### src/rtl/circuit1_seq_ctrl.sv
// Multicycle circuit1: z = max(a+b, a+c), x = a*c - (a+b), sequenced over four
// cycles on one shared add/sub ALU, one multiplier and one comparator.
module circuit1_seq_ctrl #(
  parameter int DATAWIDTH = 8
) (
  input  logic                     Clk,
  input  logic                     Rst,
  input  logic                     Start,
  input  logic [DATAWIDTH-1:0]     a,
  input  logic [DATAWIDTH-1:0]     b,
  input  logic [DATAWIDTH-1:0]     c,
  output logic [DATAWIDTH-1:0]     z,
  output logic [2*DATAWIDTH-1:0]   x,
  output logic                     Done,
  output logic                     Busy
);

  localparam int W2 = 2 * DATAWIDTH;

  typedef enum logic [2:0] {
    IDLE = 3'd0,
    S1   = 3'd1,
    S2   = 3'd2,
    S3   = 3'd3,
    DONE = 3'd4
  } state_t;

  state_t                state_q, state_d;
  logic [DATAWIDTH-1:0]  ra_q, ra_d;
  logic [DATAWIDTH-1:0]  rb_q, rb_d;
  logic [DATAWIDTH-1:0]  rc_q, rc_d;
  logic [DATAWIDTH-1:0]  d_q, d_d;
  logic [DATAWIDTH-1:0]  e_q, e_d;
  logic [W2-1:0]         f_q, f_d;
  logic [DATAWIDTH-1:0]  z_q, z_d;
  logic [W2-1:0]         x_q, x_d;
  logic                  done_q, done_d;
  logic                  busy_q, busy_d;

  // Shared datapath resources; the FSM steers their operands per state.
  logic [W2-1:0]         alu_a, alu_b, alu_y;
  logic                  alu_sub;
  logic [W2-1:0]         mul_y;
  logic                  cmp_gt;

  assign alu_y  = alu_sub ? (alu_a - alu_b) : (alu_a + alu_b);
  assign mul_y  = {{DATAWIDTH{1'b0}}, ra_q} * {{DATAWIDTH{1'b0}}, rc_q};
  assign cmp_gt = (d_q > e_q);

  always_comb begin
    state_d = state_q;
    ra_d    = ra_q;
    rb_d    = rb_q;
    rc_d    = rc_q;
    d_d     = d_q;
    e_d     = e_q;
    f_d     = f_q;
    z_d     = z_q;
    x_d     = x_q;
    alu_a   = '0;
    alu_b   = '0;
    alu_sub = 1'b0;

    case (state_q)
      IDLE: begin
        if (Start) begin
          ra_d    = a;
          rb_d    = b;
          rc_d    = c;
          state_d = S1;
        end
      end
      S1: begin
        alu_a   = {{DATAWIDTH{1'b0}}, ra_q};
        alu_b   = {{DATAWIDTH{1'b0}}, rb_q};
        d_d     = alu_y[DATAWIDTH-1:0];
        f_d     = mul_y;
        state_d = S2;
      end
      S2: begin
        alu_a   = {{DATAWIDTH{1'b0}}, ra_q};
        alu_b   = {{DATAWIDTH{1'b0}}, rc_q};
        e_d     = alu_y[DATAWIDTH-1:0];
        state_d = S3;
      end
      S3: begin
        // Product minus the truncated sum; underflow simply wraps.
        alu_a   = f_q;
        alu_b   = {{DATAWIDTH{1'b0}}, d_q};
        alu_sub = 1'b1;
        x_d     = alu_y;
        z_d     = cmp_gt ? d_q : e_q;
        state_d = DONE;
      end
      DONE: begin
        state_d = IDLE;
      end
      default: begin
        state_d = IDLE;
      end
    endcase

    // Status flags are registered from the next state so they track the state register exactly.
    done_d = (state_d == DONE);
    busy_d = (state_d != IDLE);
  end

  always_ff @(posedge Clk) begin
    if (Rst) begin
      state_q <= IDLE;
      ra_q    <= '0;
      rb_q    <= '0;
      rc_q    <= '0;
      d_q     <= '0;
      e_q     <= '0;
      f_q     <= '0;
      z_q     <= '0;
      x_q     <= '0;
      done_q  <= 1'b0;
      busy_q  <= 1'b0;
    end else begin
      state_q <= state_d;
      ra_q    <= ra_d;
      rb_q    <= rb_d;
      rc_q    <= rc_d;
      d_q     <= d_d;
      e_q     <= e_d;
      f_q     <= f_d;
      z_q     <= z_d;
      x_q     <= x_d;
      done_q  <= done_d;
      busy_q  <= busy_d;
    end
  end

  assign z    = z_q;
  assign x    = x_q;
  assign Done = done_q;
  assign Busy = busy_q;

endmodule

### config.mk
export PLATFORM = sky130hd
export DESIGN_NAME = circuit1_seq_ctrl
export DESIGN_NICKNAME = d
export VERILOG_FILES = /design/src/rtl/circuit1_seq_ctrl.sv
export SDC_FILE = /design/constraint.sdc
export NUM_CORES = 1
export LEC_CHECK = 0
export CAP_MARGIN = 5
export CORE_ASPECT_RATIO = 1.5
export CORE_MARGIN = 1.5
export CORE_UTILIZATION = 60
export CTS_CLUSTER_SIZE = 10
export DETAILED_ROUTE_END_ITERATION = 8
export PLACE_DENSITY = 0.84
export SYNTH_ARGS = -nofsm -noshare
export SYNTH_HDL_FRONTEND = slang
export SYNTH_SLANG_ARGS = --single-unit
### constraint.sdc
create_clock -name Clk -period 11.2 [get_ports Clk]
set_clock_uncertainty 0.15 [all_clocks]
set_input_delay 2.8 -clock Clk [delete_from_list [all_inputs] [get_ports Clk]]
set_output_delay 2.8 -clock Clk [all_outputs]
set_load 0.01 [all_outputs]
### Word-level counts from Yosys, hierarchy flattened

Index checks and enable logic that the tools add are counted.

| storage, ports and cells | value |
|---|---|
| register bits | 85 |
| latch bits | 0 |
| memory bits (writable) | 0 |
| memory bits (read-only) | 0 |
| bits of input ports | 27 |
| logic and storage cells | 30 |
| memories kept | 0 |

| cells by class | value |
|---|---|
| $add $sub $neg | 2 |
| multipliers | 1 |
| divide/modulo/power cells | 0 |
| $lt $le $gt $ge | 1 |
| equal/unequal tests | 4 |
| shifts and indexed selects | 0 |
| mux-type cells | 7 |
| bitwise gates (word level) | 0 |
| reduce and logical (&&, ||, !) cells | 4 |

Operators by type and width:

| kind | count |
|---|---|
| $pmux 16 s2 | 1 |
| $pmux 8 s3 | 1 |
| $add 16x16->16 | 1 |
| $mul 8x8->16 | 1 |
| $mux 16 | 1 |
| $sub 16x16->16 | 1 |
| $pmux 3 s4 | 1 |
| $gt 8x8->1 | 1 |
| $mux 8 | 1 |
| $eq 3x2->1 const B | 2 |
| $eq 3x1->1 const B | 1 |
| $eq 3x3->1 const B | 1 |
| $logic_not 3->1 | 1 |
| $mux 3 | 1 |
| $reduce_bool 3->1 | 1 |
| $reduce_and 2->1 | 1 |
| $reduce_or 2->1 | 1 |
| $mux 1 | 1 |

### Depth between registers and ports, before layout

Gate-level depths: netlist (run 1).

| depth | value |
|---|---|
| depth after elaboration | 5 |
| mapped depth | 17 |

### Worst setup path before layout (run 1)

Ideal clock, no wire load.

| timing | value |
|---|---|
| kind | register to register |
| start | reg rc_q[7] |
| end | reg f_q[14] |
| library setup time | 0.120 ns |
| arrival time | 4.078 ns |
| data required time | 10.930 ns |
| slack | 6.853 ns |
| stages on the path, launching flop included | 17 |
| buffers on the path | 1 |
| clock period less this slack | 4.347 ns |
| cells stage by stage | dfxtp_1 clkbuf_1 nand2_1 fa_1 fa_1 inv_1 fa_1 inv_1 fa_1 inv_1 ha_1 o21ai_0 nand2b_1 a2111o_1 a21oi_2 xor2_1 o21ai_1 |

| between the ends | value |
|---|---|
| longest elaborated chain between the ends | 1 |

RTL lines:

| what | line | source |
|---|---|---|
| start, declared | 31 | `logic [DATAWIDTH-1:0] rc_q, rc_d;` |
| start signal, assigned | 125 | `rc_q <= rc_d;` |
| $mul 8x8->16 | 47 | `assign mul_y = {{DATAWIDTH{1'b0}}, ra_q} * {{DATAWIDTH{1'b0}}, rc_q};` |
| end signal, assigned | 116 | `f_q <= '0;` |
| end signal, assigned | 128 | `f_q <= f_d;` |
| end, declared | 34 | `logic [W2-1:0] f_q, f_d;` |

Every way passes these cells.
A chain may end at the register's enable or synchronous reset.

### Worst setup path in the final report (run 1)

| timing | value |
|---|---|
| start | reg ra_q[0] |
| end | reg f_q[13] |

| between the ends | value |
|---|---|
| longest elaborated chain between the ends | 1 |

RTL lines:

| what | line | source |
|---|---|---|
| start, declared | 29 | `logic [DATAWIDTH-1:0] ra_q, ra_d;` |
| start signal, assigned | 123 | `ra_q <= ra_d;` |
| $mul 8x8->16 | 47 |  |

Every way passes these cells.

==> impl_results.md, run 1 <==
- Met2 Use GR: 0.5281
- I/O pins: 53
- Ant. Diodes: 0
- FF-to-FF Start: ra_q[0]
- Iter 0 DRT Violations: 428
- Synth async-reset ratio: 0
- CTS resizes: 0
- WL per Instance: approximately 17 µm
- Seq/Total Area, Yosys: 0.2652
- Busiest layer in global routing: met2
- Vias/cell: between 5 and 6
- Final TNS setup: 0 ps
- Storage cell area: approximately 0.0017 mm²
- Arr. time, crit path: ~4900 ps
- Cts hold-fix bufs: 0
- Crit. Startpoint: ra_q[0]
- CP Capture Type: flip-flop
- Most used DFF post-synth: dfxtp_1
- Area of the multi-input gates: 0.004278 mm²
- Hold Violations, Final: 0
- Top cells by area, synth: dfxtp_1 27%, fa_1 12%, ha_1 11%
- Commonest non-fill, non-tap cells in the layout: 110 x nand2_1, 85 x dfxtp_1, 64 x inv_1
- Met1 usage: 0.3132
- RSZ-0062 raised after global routing: false
- Post-Synthesis Cells: roughly 760
- Dominant cell type by area after synthesis: dfxtp_1
- Number of remaining DRC errors: 0
- Max-slew violation count: 0
- Critical Path RT: between 10000 and 15000 ps
- Hold Path Class: flip-flop to flip-flop
- CTS Buf Count: 9
- Initial core utilization: 0.6126
- DIE HEIGHT: roughly 130 µm
- Antenna violations before repair: 0
- Critical path's top delay family: adder cells
- Slowest-stage cell, CP: fa_1
- Register bit total from synthesis: 85
- Number of H-tree levels: 3
- Core Area: around 0.010 mm²
- DR vias: between 5000 and 6000
- Full die area: roughly 0.011 mm²
- Setup bufs post-CTS: 0
- CP cell instances: nand2_1, fa_1, fa_1, inv_1, fa_1, inv_1, fa_1, inv_1, ha_1, o21ai_0, a21oi_2, o221a_2, a31oi_1, or4_1, nand3_1
- RePlAce Congestion: a little over 0.9
- Clock Path Buffers: 2
- Layout area overhead: 12.71%
- Vias in the first global route: about 5400
- Synth warnings: 0
- Min-Delay Startpoint: x[6]
- Root buf cell: clkbuf_16
- DP Wirelength: about 12000 µm
- Pre-Repair DR Iteration Count: 5
- Max_slew headroom: 0.2634
- Mean Syn Cell Area: 8.422 µm²
- Total GRT Usage: 0.2885
- Mapped cell area: between 0.006 and 0.007 mm²
- Number of flops mapped to enable cells by yosys: 0
- I/O Buffers: 52
- Final antenna-violating net count: 0
- Worst-Margin Slew: about 1100 ps
- Fin crit period: 4722 ps
- Largest net degree at the start of global routing: 88
- Setup violators final: 0
- Cell Rows: 46
- Distinct cells, synth: 65
- MaxCap Viol Count: 0
- M3 GR Usage: 0.04268
- Latest clock arrival within the worst-skew pair: around 340 ps
- GRT overflow: 0
- Post-place setup slack: around 6500 ps
- CTS tree: built
- CTS sink count: between 80 and 90
- Setup slack after layout: ~6500 ps
- PD cells: 159.3 mW/mm²
- Maximum vdd ir drop: 0.07897 mV
- Die W: 87.44 µm
- Max Freq: roughly 210 MHz
- Static leakage: around 3.1 nW
- Final WL: approximately 16000 µm
- Layout cell share with drive strength beyond 1: 0.06210
- Net count, final: 902
- Most used cell, CP: fa_1
- First-pass GRT wire length: roughly 25000 µm
- Status: completed
- Commonest non-fill, non-tap cell in the layout: nand2_1
- Final period util: 0.4216
- Syn_nets: 880
- CP startpoint kind: flip-flop
- Worst-path clk slew: 60 ps
- Crit path max fanout: 10
- Buf+Inv Stages, Crit Path: 3
- Filler cells: ~850
- CP Class: flip-flop to flip-flop
- Post-synth top area share: 0.2652
- Critical path's largest stage delay: between 500 and 600 ps
cells by family after synthesis:
logic type	count (synthesis)	synth area share
and+or+nand+nor	275	0.2096
AOI/OAI and AO/OA	160	0.1690
buffers and inverters	107	0.06824
adders and majority gates	91	0.2207
DFF	85	0.2652
xor gates and xnor gates	25	0.03529
muxes	19	0.03197
power breakdown:
part / switching, mW / internal (mW) / total (mW)
logic: 0.276 / 0.197 / 0.473
registers: 0.0490 / 0.333 / 0.382
clock network: 0.118 / 0.179 / 0.297
synthesized netlist by cell type, types with 2 or more instances:
cell	n
a21oi_1	61
o21ai_2	2
nand2_1	110
a22oi_1	14
nand3_1	9
nor4_1	2
buf_2	13
nand2b_1	11
xnor2_1	15
mux2_2	4
o21ai_1	8
nor3_1	9
a21o_1	7
or3_1	5
inv_1	64
a211oi_1	21
mux2i_1	10
nor2_1	48
o31ai_1	2
and3_1	2
nor2_2	2
a31oi_1	2
clkbuf_1	24
and2_1	55
buf_4	3
dfxtp_1	85
a211oi_2	4
a21oi_2	5
mux2_1	4
fa_1	37
ha_1	54
nand3b_1	6
nor2b_1	5
o21a_1	6
xor2_1	9
o21ai_0	14
or2_2	2
flip-flops by register name (all words and copies together), names as in the netlist:
name     flops
Busy         1
Done         1
d_q          8
e_q          8
f_q         16
ra_q         8
rb_q         8
rc_q         8
state_q      3
x           16
z            8
worst register-to-register path, delay by kind of cell, from the launching register on:
kind	cells	cell delay, ps
DFF	1	540
buffers and inverters	3	160
and+or+nand+nor	3	630
AOI/OAI and AO/OA	4	670
adders and majority gates	5	2500
area by class of cell:
type                    count  area share
multi-input cells         570      0.5914
clock buffers              11     0.03356
repair buffers             54     0.07334
well taps                 144     0.02491
flip-flops and latches     85      0.2353
clock inverters             5    0.008303
inverters                  64     0.03321
metrics by stage:
step / std cells / cell area (µm²) / power (mW) / hold slack, ps / utilization
2_1_floorplan: 762 / 6417 / 0.7306 / 281.6 / -
3_5_place_dp: 917 / 6930 / 0.8530 / 299.6 / 0.6616
3_3_place_gp: 917 / 6930 / 0.8288 / 289.8 / 0.6616
4_1_cts: 933 / 7233 / 1.151 / 308.0 / 0.6905
6_report: 933 / 7233 / 1.152 / 307.7 / 0.6905
5_1_grt: 933 / 7233 / 1.215 / 331.4 / 0.6905
final timing paths:
kind	end	slack [ps]	cells past startpoint
setup reg to reg	f_q[13]	6480	15
hold / removal	x[6]	310	2
hold reg to reg	x[6]	310	2
setup / recovery	f_q[13]	6480	15
per-layer routing:
layer | routed length (µm) | vias up
li1 | - | 2589
met1 | 5695 | 2647
met2 | 8610 | 166
met3 | 596 | 43
met4 | 657 | 0
met5 | 0 | -
Note: power is estimated with default switching activity, not from simulation.
==> inputs of run 2 (changes only) <==
--- a/config.mk
+++ b/config.mk
@@ -8,10 +8,10 @@
 export CAP_MARGIN = 5
 export CORE_ASPECT_RATIO = 1.5
 export CORE_MARGIN = 1.5
-export CORE_UTILIZATION = 60
+export CORE_UTILIZATION = 59
 export CTS_CLUSTER_SIZE = 10
 export DETAILED_ROUTE_END_ITERATION = 8
-export PLACE_DENSITY = 0.84
+export PLACE_DENSITY = 0.83
 export SYNTH_ARGS = -nofsm -noshare
 export SYNTH_HDL_FRONTEND = slang
 export SYNTH_SLANG_ARGS = --single-unit
==> constraint.sdc (replaced) <==
create_clock -name Clk -period 4.7 [get_ports Clk]
set_clock_uncertainty 0.15 [all_clocks]
set_input_delay 1.175 -clock Clk [delete_from_list [all_inputs] [get_ports Clk]]
set_output_delay 1.175 -clock Clk [all_outputs]
set_load 0.01 [all_outputs]
==> run 2 against run 1 <==
Net effect: die area up 1.6%; via count unchanged; global-route usage up 0.46 points; hold slack about the same; non-clock buffer count up 8; final area up 1.2%; largest power group unchanged; first-iteration DRC count down 18%; power up 140%; combinational power up 140%; cell count up 0.86%.
==> impl_results.md, run 2 (same netlist as run 1, synthesis figures left out) <==
- Critical path's largest stage delay: 560 ps
- Iter 0 DRT Violations: about 350
- Worst-Margin Slew: between 1000 and 1500 ps
- Slowest-stage cell, CP: fa_1
- Max-slew violation count: 0
- Final WL: 16070 µm
- Final TNS setup: 0 ps
- CP Class: flip-flop to flip-flop
- PD cells: approximately 380 mW/mm²
- Max Freq: ~220 MHz
- Clock Path Buffers: 2
- DR vias: 5445
- Final period util: 0.9536
- Latest clock arrival within the worst-skew pair: between 300 and 400 ps
- Die W: between 80 and 90 µm
- Vias/cell: a little under 6
- Maximum vdd ir drop: between 0.15 and 0.2 mV
- WHS: roughly 310 ps
- Sequential share of power: 0.321
- RSZ-0062 raised after global routing: false
- Initial core utilization: 0.6060
- Hold path depth: 2
- Hold Path Class: flip-flop to flip-flop
- Cell Rows: 46
- Stages on worst setup path: 15
- Antenna violations before repair: 0
- Layout area overhead: 14.06%
- RePlAce Congestion: slightly below 0.9
- Status: completed
- Buf+Inv Stages, Crit Path: 3
- Setup violators final: 0
- CTS sink count: between 80 and 90
- I/O pins: 53
- Comb pwr share: 0.413
- Clock network fraction of total power: 0.266
- Sw frac: 0.3823
- Critical path's top delay family: adder cells
- WL per Instance: 17.08 µm
- Post-layout instance area: 0.007320 mm²
- Fin crit period: 4482 ps
- GRT overflow: 0
- Static leakage: 3.208 nW
- Layout cell share with drive strength beyond 1: 0.08532
- Vias in the first global route: 5585
- Critical Path RT: a little under 5000 ps
- Number of H-tree levels: 3
- Commonest non-fill, non-tap cells in the layout: 110 x nand2_1, 75 x dfxtp_1, 64 x inv_1
- CP startpoint kind: flip-flop
- MaxCap Viol Count: 0
- CTS tree: built
- Hold Violations, Final: 0
- First-pass GRT wire length: roughly 26000 µm
- Arr. time, crit path: 4620 ps
- Crit path max fanout: 10
- CTS Buf Count: 9
- Worst r2r path cells: 15
- Commonest non-fill, non-tap cell in the layout: nand2_1
- Cts hold-fix bufs: 0
- DIE HEIGHT: between 100 and 150 µm
- Pre-Repair DR Iteration Count: 5
- Core Area: roughly 0.011 mm²
- Total GRT Usage: 0.2931
- Full die area: about 0.012 mm²
- I/O Buffers: 52
- Most used cell, CP: fa_1
- Net Sw Power: 1.060 mW
- Int Pwr: ~1.7 mW
- Ant. Diodes: 0
- DP Wirelength: ~12000 µm
- Net count, final: just over 900
- Root buf cell: clkbuf_16
- Worst-path clk slew: roughly 60 ps
- Number of remaining DRC errors: 0
- Cell area after placement: about 0.007 mm²
- Final antenna-violating net count: 0
- Filler cells: 882
- CP Capture Type: flip-flop
- Max_slew headroom: 0.3140
- Largest net degree at the start of global routing: 48
- CP cell instances: nand2_1, fa_1, fa_1, inv_1, fa_1, inv_1, fa_1, inv_1, ha_1, o21ai_0, a21oi_2, o221a_2, a31oi_1, or4_1, nand3_1
## run 2: cell count changes in the layout (fill, tap and decap cells not counted), sizes merged
cell,change
buf,+8
clkinv,+2
clkinvlp,-2
## run 2: power by group through the flow
stage | clock [mW] | sequential (mW) | combinational [mW]
2_1_floorplan | 0 | 0.855 | 0.886
3_3_place_gp | 0 | 0.896 | 1.09
3_5_place_dp | 0 | 0.901 | 1.13
4_1_cts | 0.739 | 0.885 | 1.14
5_1_grt | 0.774 | 0.900 | 1.25
6_report | 0.737 | 0.891 | 1.14
## run 2: area by class of cell
cell class / count / area, µm² / share of cell area
Timing Repair Buffer: 62 / 590.6 / 0.08068
Multi-Input combinational cell: 570 / 4278 / 0.5844
Clock inverter: 5 / 58.81 / 0.008034
Clock buffer: 11 / 252.7 / 0.03453
Inverter: 64 / 240.2 / 0.03282
Tap cell: 144 / 180.2 / 0.02462
Sequential cell: 85 / 1719 / 0.2349
## run 2: layer usage
metal,vias to the layer above,part of all wire,wire (µm),GRT usage
met5,-,0,0,0
met4,0,0.051,822,0.1664
met3,58,0.032,512,0.04020
met2,163,0.56,8942,0.5465
met1,2632,0.36,5790,0.3094
li1,2592,-,-,-
## run 2: path summary, 6_finish.rpt
check / startpoint / end / slack [ps]
worst min register to register: x[3] / x[3] / 310
worst max register to register: rc_q[7] / f_q[13] / 220
worst max-delay path: rc_q[7] / f_q[13] / 220
worst min-delay path: x[3] / x[3] / 310
## run 2: timing repair
item,CTS,global route
endpoints found under the setup margin,0,5
buffers inserted,0,1
resized for setup,0,13
## run 2: through the flow
stage | util | setup WS [ps] | power, mW | cells
2_1_floorplan | - | 352.5 | 1.741 | 762
3_3_place_gp | 0.6594 | 238.3 | 1.985 | 924
3_5_place_dp | 0.6594 | 47.17 | 2.029 | 924
4_1_cts | 0.6888 | 14.78 | 2.768 | 940
5_1_grt | 0.6912 | 8.264 | 2.927 | 941
6_report | 0.6912 | 218.1 | 2.773 | 941
## run 2: worst reg2reg max path: cells and delay by family (launching register included)
family / cells / cell delay (ps)
DFF: 1 / 400
adders and majority gates: 5 / 2470
AOI/OAI and AO/OA: 4 / 670
and+or+nand+nor: 3 / 570
buffers and inverters: 3 / 150
==> inputs of run 3 (changes only) <==
--- a/config.mk
+++ b/config.mk
@@ -7,11 +7,12 @@
 export LEC_CHECK = 0
 export CAP_MARGIN = 5
 export CORE_ASPECT_RATIO = 1.5
-export CORE_MARGIN = 1.5
-export CORE_UTILIZATION = 59
+export CORE_UTILIZATION = 60
 export CTS_CLUSTER_SIZE = 10
 export DETAILED_ROUTE_END_ITERATION = 8
-export PLACE_DENSITY = 0.83
+export DONT_BUFFER_PORTS = 1
+export PLACE_DENSITY = 0.78
+export SLEW_MARGIN = 20
 export SYNTH_ARGS = -nofsm -noshare
 export SYNTH_HDL_FRONTEND = slang
 export SYNTH_SLANG_ARGS = --single-unit
==> run 3 against run 2 <==
Net effect: worst setup slack gained 28 ps; largest cell class unchanged; fmax grew 0.63%; sequential cell count is the same; register-to-register slack gained 30 ps; power shrank 2.3%.
==> impl_results.md, run 3 (same netlist as run 1, synthesis figures left out) <==
- MaxCap Viol Count: 0
- CTS Buf Count: 9
- Number of H-tree levels: 3
- I/O pins: 53
- Max_slew headroom: 0.3250
- Vias/cell: around 5.9
- Layout cell share with drive strength beyond 1: 0.08602
- Die W: 86.44 µm
- Setup slack after layout: between 200 and 250 ps
- Hold Path Class: flip-flop to flip-flop
- CP Capture Type: flip-flop
- CTS sink count: 85
- Filler cells: between 800 and 900
- Fin crit period: between 4000 and 5000 ps
- Number of remaining DRC errors: 0
- Layout area overhead: 5.849%
- Final TNS setup: 0 ps
- WL per Instance: between 15 and 20 µm
- I/O Buffers: 0
- Reg2reg setup slack: 250 ps
- Pre-Repair DR Iteration Count: 5
- Vias in the first global route: 5183
- Full die area: 0.01112 mm²
- Final antenna-violating net count: 0
- Critical Path RT: about 4800 ps
- Net count, final: around 860
- Ant. Diodes: 0
- Setup bufs post-CTS: 0
- Hold EP: f_q[0]
- Iter 0 DRT Violations: around 340
- DP Wirelength: 11750 µm
- Cts hold-fix bufs: 0
- CP Class: flip-flop to flip-flop
- Latest clock arrival within the worst-skew pair: approximately 340 ps
- Antenna violations before repair: 0
- Final WL: around 15000 µm
- RePlAce Congestion: ~0.86
- Min-Delay Startpoint: f_q[0]
- Worst-path clk slew: 60 ps
- Arr. time, crit path: approximately 4600 ps
- PD cells: roughly 400 mW/mm²
- Clock Path Buffers: 2
- CTS tree: built
- Worst r2r path cells: 15
- Final Core Density: 0.6629
- Hold path depth: 2
- Status: completed
- Critical path's largest stage delay: 560 ps
- GRT overflow: 0
- Commonest non-fill, non-tap cell in the layout: nand2_1
- Total GRT Usage: 0.2890
- CTS resizes: 0
- First-pass GRT wire length: ~25000 µm
- Cell Rows: 45
- Reg-to-Reg End: f_q[13]
- Root buf cell: clkbuf_16
- DR vias: approximately 5200
- Final period util: 0.9476
- Crit path max fanout: 6
- Static leakage: around 3.0 nW
- FF-to-FF Start: ra_q[2]
- Max-slew violation count: 0
- Setup violators final: 0
- RSZ-0062 raised after global routing: false
- CP cell instances: nand2_1, fa_1, fa_1, inv_1, fa_1, inv_1, fa_1, inv_1, ha_1, o21ai_0, a21oi_2, o221a_2, a31oi_1, or4_1, nand3_1
- Hold Violations, Final: 0
- DIE HEIGHT: ~130 µm
- Core Area: around 0.01 mm²
- Largest net degree at the start of global routing: 88
- Worst-Margin Slew: just over 1000 ps
- Commonest non-fill, non-tap cells in the layout: 110 x nand2_1, 75 x dfxtp_1, 64 x inv_1
- Max Freq: roughly 220 MHz
- Maximum vdd ir drop: approximately 0.21 mV
- Initial core utilization: 0.6263
- Slowest-stage cell, CP: fa_1
- CP startpoint kind: flip-flop
- Post-place setup slack: 162.3 ps
- Most used cell, CP: fa_1
==> run 3: cell count changes in the layout (fill, tap and decap cells not counted) <==
cell             previous run  this run
buf_2                       1         0
bufinv_16                   1         2
clkbuf_1                    0         2
clkbuf_8                    2         0
clkdlybuf4s50_1            51         0
clkinvlp_4                  2         0
dfxtp_2                     8         9
dfxtp_4                     2         1
o21ai_0                    13        14
o21ai_1                     9         8
==> run 3: worst max path at each step <==
stage | start | to | slack, ps | depth (start not counted)
after floorplan | rc_q[7] | f_q[14] | 350 | 16
after global placement | rc_q[7] | f_q[14] | 230 | 15
after detailed placement | rc_q[6] | f_q[13] | 160 | 15
after CTS | rc_q[7] | f_q[13] | 130 | 15
after global routing | rc_q[6] | f_q[14] | 30 | 15
final | ra_q[2] | f_q[13] | 250 | 15
==> run 3: per-layer routing <==
| metal | GRT usage | part of all wire | vias to the layer above |
|---|---|---|---|
| li1 | - | - | 2499 |
| met1 | 0.3078 | 0.37 | 2532 |
| met2 | 0.5336 | 0.56 | 125 |
| met3 | 0.04105 | 0.030 | 53 |
| met4 | 0.1716 | 0.049 | 0 |
| met5 | 0 | 0 | - |
==> run 3: layout make-up <==
cell class,instances,area [µm²],area share
Multi-Input combinational cell,570,4278,0.6298
Sequential cell,85,1717,0.2527
Inverter,64,240.2,0.03537
Clock buffer,11,232.7,0.03426
Tap cell,141,176.4,0.02597
Timing Repair Buffer,10,75.07,0.01105
Clock inverter,4,73.82,0.01087
==> run 3: worst max-delay path: cells and delay by family (launching register included) <==
family,cells,cell delay [ps]
AOI/OAI and AO/OA,4,650
and+or+nand+nor,3,570
DFF,1,440
buffers and inverters,3,160
adders and majority gates,5,2430
==> run 3: power by group <==
| group | leakage [nW] | internal, mW | switching (mW) |
|---|---|---|---|
| Sequential | 0.696 | 0.795 | 0.103 |
| Combinational | 2.18 | 0.436 | 0.628 |
| Clock | 0.150 | 0.463 | 0.285 |
| Total | 3.02 | 1.69 | 1.02 |
==> run 3: metrics by stage <==
| step | hold slack, ps | power, mW | instance area, µm² | cells |
|---|---|---|---|---|
| 5_1_grt | 327.0 | 2.865 | 6793 | 885 |
| 3_5_place_dp | 291.7 | 1.965 | 6471 | 870 |
| 2_1_floorplan | 281.6 | 1.741 | 6417 | 762 |
| 6_report | 303.4 | 2.710 | 6793 | 885 |
| 4_1_cts | 298.5 | 2.714 | 6778 | 885 |
| 3_3_place_gp | 287.0 | 1.930 | 6471 | 870 |
